==> src/rtl/dfi_init_seq_pkg.sv <==
// Shared types and default parameter values for the DFI init handshake sequencer.
package dfi_init_seq_pkg;

    typedef enum logic [2:0] {
        ST_IDLE      = 3'd0,
        ST_FILTER    = 3'd1,
        ST_HANDSHAKE = 3'd2,
        ST_DONE      = 3'd3,
        ST_ERROR     = 3'd4
    } dfi_init_seq_state_e;

    localparam int DefStartFilter   = 4;
    localparam int DefTimeoutCycles = 65536;
    localparam int DefCntW          = 8;

endpackage

==> src/rtl/dfi_init_seq_timer.sv <==
// Handshake supervision counter: clears while clr_i, counts while en_i, flags the last allowed cycle.
module dfi_init_seq_timer #(
    parameter int TimeoutCycles = 65536
) (
    input  logic clk_i,
    input  logic rst_i,
    input  logic clr_i,
    input  logic en_i,
    output logic expired_o
);

    localparam int TW = (TimeoutCycles > 2) ? $clog2(TimeoutCycles) : 1;

    logic [TW-1:0] cnt_q, cnt_d;

    always_comb begin
        cnt_d = cnt_q;
        if (clr_i) begin
            cnt_d = '0;
        end else if (en_i) begin
            cnt_d = cnt_q + 1'b1;
        end
    end

    always_ff @(posedge clk_i) begin
        if (rst_i) begin
            cnt_q <= '0;
        end else begin
            cnt_q <= cnt_d;
        end
    end

    assign expired_o = (cnt_q == TW'(TimeoutCycles - 1));

endmodule

==> src/rtl/dfi_init_seq.sv <==
// DFI init start/complete sequencer between the controller and dfi_gpio firmware CSRs.
// Optional handshake timeout enabled by defining DFI_INIT_SEQ_TIMEOUT_EN.
module dfi_init_seq
    import dfi_init_seq_pkg::*;
#(
    parameter int StartFilter   = DefStartFilter,
    parameter int TimeoutCycles = DefTimeoutCycles,
    parameter int CntW          = DefCntW
) (
    input  logic            clk_i,
    input  logic            rst_i,
    input  logic            dfi_init_start_i,
    output logic            dfi_init_complete_o,
    output logic            gpio_init_start_o,
    input  logic            gpio_init_done_i,
    output logic            timeout_o,
    output logic [CntW-1:0] init_count_o
);

    localparam int FW = $clog2(StartFilter + 1);

    dfi_init_seq_state_e state_q, state_d;
    logic [FW-1:0]   filt_q, filt_d;
    logic            complete_q, complete_d;
    logic            gpio_start_q, gpio_start_d;
    logic [CntW-1:0] count_q, count_d;
    logic            done_q;
    logic            done_edge;
    logic            enter_hs;
    logic            expired;

`ifdef DFI_INIT_SEQ_TIMEOUT_EN
    logic timeout_q, timeout_d;

    dfi_init_seq_timer #(
        .TimeoutCycles(TimeoutCycles)
    ) u_timer (
        .clk_i    (clk_i),
        .rst_i    (rst_i),
        .clr_i    (state_q != ST_HANDSHAKE),
        .en_i     (state_q == ST_HANDSHAKE),
        .expired_o(expired)
    );

    assign timeout_o = timeout_q;
`else
    logic unused_timeout_cfg;

    assign unused_timeout_cfg = (TimeoutCycles > 1);
    assign expired            = 1'b0;
    assign timeout_o          = 1'b0;
`endif

    // Only a rising level counts, so a done left high from the previous handshake is ignored.
    assign done_edge = gpio_init_done_i & ~done_q;

    always_comb begin
        state_d      = state_q;
        filt_d       = filt_q;
        complete_d   = complete_q;
        gpio_start_d = gpio_start_q;
        count_d      = count_q;
        enter_hs     = 1'b0;
`ifdef DFI_INIT_SEQ_TIMEOUT_EN
        timeout_d    = timeout_q;
`endif
        case (state_q)
            ST_IDLE: begin
                if (dfi_init_start_i) begin
                    if (StartFilter == 1) begin
                        enter_hs = 1'b1;
                    end else begin
                        state_d = ST_FILTER;
                        filt_d  = FW'(1);
                    end
                end
            end
            ST_FILTER: begin
                if (!dfi_init_start_i) begin
                    state_d = ST_IDLE;
                end else begin
                    filt_d = filt_q + 1'b1;
                    if (filt_q == FW'(StartFilter - 1)) begin
                        enter_hs = 1'b1;
                    end
                end
            end
            ST_HANDSHAKE: begin
                if (done_edge) begin
                    state_d      = ST_DONE;
                    complete_d   = 1'b1;
                    gpio_start_d = 1'b0;
                    count_d      = count_q + 1'b1;
                end else if (!dfi_init_start_i) begin
                    state_d      = ST_IDLE;
                    gpio_start_d = 1'b0;
                end else if (expired) begin
                    gpio_start_d = 1'b0;
`ifdef DFI_INIT_SEQ_TIMEOUT_EN
                    state_d      = ST_ERROR;
                    timeout_d    = 1'b1;
`endif
                end
            end
            ST_DONE: begin
                if (!dfi_init_start_i) begin
                    state_d = ST_IDLE;
                end
            end
`ifdef DFI_INIT_SEQ_TIMEOUT_EN
            ST_ERROR: begin
                if (!dfi_init_start_i) begin
                    state_d = ST_IDLE;
                end
            end
`endif
            default: begin
                state_d      = ST_IDLE;
                gpio_start_d = 1'b0;
            end
        endcase

        if (enter_hs) begin
            state_d      = ST_HANDSHAKE;
            gpio_start_d = 1'b1;
            complete_d   = 1'b0;
`ifdef DFI_INIT_SEQ_TIMEOUT_EN
            timeout_d    = 1'b0;
`endif
        end
    end

    always_ff @(posedge clk_i) begin
        if (rst_i) begin
            state_q      <= ST_IDLE;
            filt_q       <= '0;
            complete_q   <= 1'b0;
            gpio_start_q <= 1'b0;
            count_q      <= '0;
            done_q       <= 1'b1;
`ifdef DFI_INIT_SEQ_TIMEOUT_EN
            timeout_q    <= 1'b0;
`endif
        end else begin
            state_q      <= state_d;
            filt_q       <= filt_d;
            complete_q   <= complete_d;
            gpio_start_q <= gpio_start_d;
            count_q      <= count_d;
            done_q       <= gpio_init_done_i;
`ifdef DFI_INIT_SEQ_TIMEOUT_EN
            timeout_q    <= timeout_d;
`endif
        end
    end

    assign dfi_init_complete_o = complete_q;
    assign gpio_init_start_o   = gpio_start_q;
    assign init_count_o        = count_q;

endmodule

==> config.mk <==
export PLATFORM = sky130hd
export DESIGN_NAME = dfi_init_seq
export DESIGN_NICKNAME = d
export VERILOG_FILES = /design/src/rtl/dfi_init_seq_pkg.sv /design/src/rtl/dfi_init_seq_timer.sv /design/src/rtl/dfi_init_seq.sv
export SDC_FILE = /design/constraint.sdc
export NUM_CORES = 1
export LEC_CHECK = 0
export BUFFER_PORTS_ARGS = -buffer_cell sky130_fd_sc_hd__buf_2
export CORE_MARGIN = 1
export CORE_UTILIZATION = 45
export CTS_BUF_LIST = sky130_fd_sc_hd__clkbuf_4
export CTS_CLUSTER_DIAMETER = 100
export CTS_CLUSTER_SIZE = 28
export DETAILED_ROUTE_END_ITERATION = 8
export PLACE_DENSITY = 0.71
export SYNTH_ARGS = -nofsm -noshare
export SYNTH_HDL_FRONTEND = slang
export SYNTH_SLANG_ARGS = --single-unit
==> constraint.sdc <==
create_clock -name clk_i -period 2.2 [get_ports clk_i]
set_clock_uncertainty 0.1 [all_clocks]
set_input_delay 0.11 -clock clk_i [delete_from_list [all_inputs] [get_ports clk_i]]
set_output_delay 0.11 -clock clk_i [all_outputs]
set_load 0.02 [all_outputs]
==> impl_metrics.csv <==
group,metric,value,unit
timing,finalCritPeriodShare,0.649,
status,outcome,"finished, violations left",
final_layout,register_area,340,um^2
placement,hpwl,933,um
pwr,p_per_area,559,mW/mm^2
worst_hold_path,hold_depth,2,
routing,wl,1300,um
timing,max_freq,0.700,GHz
critical_path,critical_path_class,"reg -> reg",
final_layout,layout.nets,111,
critical_path,regToRegStartpoint,"state_q[1]",
die,core_area,0.00158,mm^2
clock_tree,cts_root_buf,"clkbuf_4",
synth,yosysSeqAreaShare,0.430,
die,ios,15,
placement,placed_cells,114,
global_route,grt_max_degree,17,
final_layout,instances_no_fill,119,
routing,drc_errors,1,
critical_path,worst_r2r_endpoint,"state_q[0]",
flow_run,cap_violations,0,
pwr,power,500,uW
placement,io_buffers,13,
critical_path,start_kind,"flop",
routing,via_per_inst,5.22,
placement,dpl-instance-area,857,um^2
global_route,grt_pass1_wl,2320,um
critical_path,worstSetupEndpointType,"flop",
timing,hold_viol,0,
die,die_h,44.0,um
synth,ys_ff_latch,17,
synth,syn-instance-count,88,
critical_path,ff2ff_path_depth,4,
status,violations,"DRC",
routing,drt_iter0_drc,17,
timing,setup_tns,0,ns
synth,synth_most_common_cell,"dfxtp_1",
worst_hold_path,hp-class,"in -> reg",
critical_path,r2r_slack,0.77,ns
final_layout,multi_input_area,428,um^2
synth,async_reset_ff_frac,0,
worst_hold_path,hold_path_end,"dfi_init_complete_o",
timing,finalSetupViolCount,0,
final_layout,final_area,895,um^2
final_layout,post_route_cells_drive_above_1_share,0.204,
critical_path,cp_data_required_time,2.29,ns
critical_path,arrival,1.52,ns
synth,syn_area,792,um^2
routing,postRouteAntennaNets,0,
global_route,gr-total-overflow,0,
critical_path,critPathMaxFanout,8,
global_route,grt_pass1_vias,524,
synth,yosys.area.top_type_share,0.430,
die,die_x,44.0,um
placement,gp_congestion,0.766,
routing,vias,621,
timing,period_needed,1.43,ns
synth,synth_warnings,0,
die,row_count,14,
global_route,grt_usage,0.166,
die,initial_core_util,0.502,
timing,slew_viol_final,0,
clock_tree,cts_tree,"built",
synth,yosysTopAreaCell,"dfxtp_1",
clock_tree,postCtsSetupBuffers,0,
final_layout,n_fill_cell,149,
synth,synth_common_cells,"17 x dfxtp_1, 11 x nor2_1, 9 x a21oi_1",
final_layout,areaGrowthSynthToFinish,13.0,%
clock_tree,cts_sinks,17,
synth,synth.avg_cell_area,9.00,um^2
final_layout,fin_util,0.567,
global_route,antenna_found_initial,0,
synth,synthTopCellsByArea,"dfxtp_1 43%, a21oi_1 5.7%, nor2_1 5.2%, ha_1 4.7%, nand3_1 3.8%",
synth,synth_ff_type,"dfxtp_1",
synth,synth_edf_count,0,
timing,rsz0062_at_grt,"no",
clock_tree,clk_pin_slew,0.10,ns
die,die_area,0.00193,mm^2
routing,detail_route.first_pass.iterations,6,
clock_tree,worstSkewPairLatency,0.28,ns
final_layout,diodes,0,
clock_tree,clockBufferDepth,2,
clock_tree,htreeDepth,1,
routing,routedWlPerCell,10.9,um
synth,synth_cell_types,30,
pwr,peakVddDrop,436,uV
pwr,power.leakage,0.000363,uW
worst_hold_path,worstHoldStart,"rst_i",
clock_tree,cts_buffers,3,
[worst max-delay path, stage by stage, from the launching register on]
cell,delay (ns)
dfxtp_1,0.51
nand4bb_4,0.17
nor2_1,0.33
a21oi_1,0.07
nor4_1,0.17
[power by group]
group | leakage [uW] | switching, uW | internal (uW)
logic | 0.000208 | 13.4 | 10.6
clock network | 0.0000177 | 92.1 | 67.4
registers | 0.000138 | 5.56 | 311
total | 0.000363 | 111 | 389
[cell type report]
cell class / instances / share of cell area
timing repair buffer: 14 / 0.0839
clock buffer: 3 / 0.0252
sequential: 17 / 0.380
clock inverter: 1 / 0.00559
inverter: 1 / 0.00420
multi-input combinational: 67 / 0.478
tap: 16 / 0.0224
[timing repair]
action | in CTS | in global routing
endpoints found under the hold margin | 1 | 0
hold buffers | 1 | 0
resized for setup | 0 | 0
[state kept, by name (all words and copies together), names as in the netlist]
name                 cells
done_q                   1
filt_q                   3
init_count_o             8
gpio_init_start_o        1
state_q                  3
dfi_init_complete_o      1
[worst max path at each step]
stage	from	to	slack [ns]	cells past startpoint
detailed placement	state_q[1]	state_q[0]	0.76	4
floorplan	init_count_o[0]	init_count_o[2]	0.88	4
finish	state_q[1]	state_q[0]	0.77	4
CTS	state_q[1]	init_count_o[0]	0.77	4
global route	state_q[1]	state_q[0]	0.59	4
global placement	state_q[0]	state_q[0]	0.77	4
[layout by cell type, fill, tap and decap left out, drive strengths merged, types with 2 or more instances in the layout]
cell type and n:
or2 2, xor2 3, conb 2, nand2b 2
nand3 6, nor3 3, dfxtp 17, o21ai 4
buf 13, clkbuf 3, a21oi 9, nand2 5
nor2 11, nor3b 2, xnor2 3, ha 3
[stage by stage]
stage	hold WS, ns	setup slack, ns
2_1_floorplan	0.0791	0.879
3_3_place_gp	0.284	0.772
3_5_place_dp	0.288	0.764
4_1_cts	0.0577	0.766
5_1_grt	0.0676	0.591
6_report	0.0687	0.771
[routing by layer]
| metal | track usage | up-vias | routed length, um | part of all wire |
|---|---|---|---|---|
| li1 | - | 334 | - | - |
| met1 | 0.243 | 274 | 713 | 0.55 |
| met2 | 0.212 | 11 | 513 | 0.40 |
| met3 | 0.0500 | 2 | 49 | 0.038 |
| met4 | 0.0909 | 0 | 19 | 0.015 |
| met5 | 0 | - | 0 | 0 |
[logic make-up after synthesis]
family | count (synthesis) | synth area share
AOI/OAI and AO/OA | 13 | 0.0821
xor gates and xnor gates | 6 | 0.0664
adders and majority gates | 3 | 0.0474
buffers and inverters | 5 | 0.0347
DFF | 17 | 0.430
other | 1 | 0.00473
and+or+nand+nor | 43 | 0.335
Note: power is estimated with default switching activity, not from simulation.
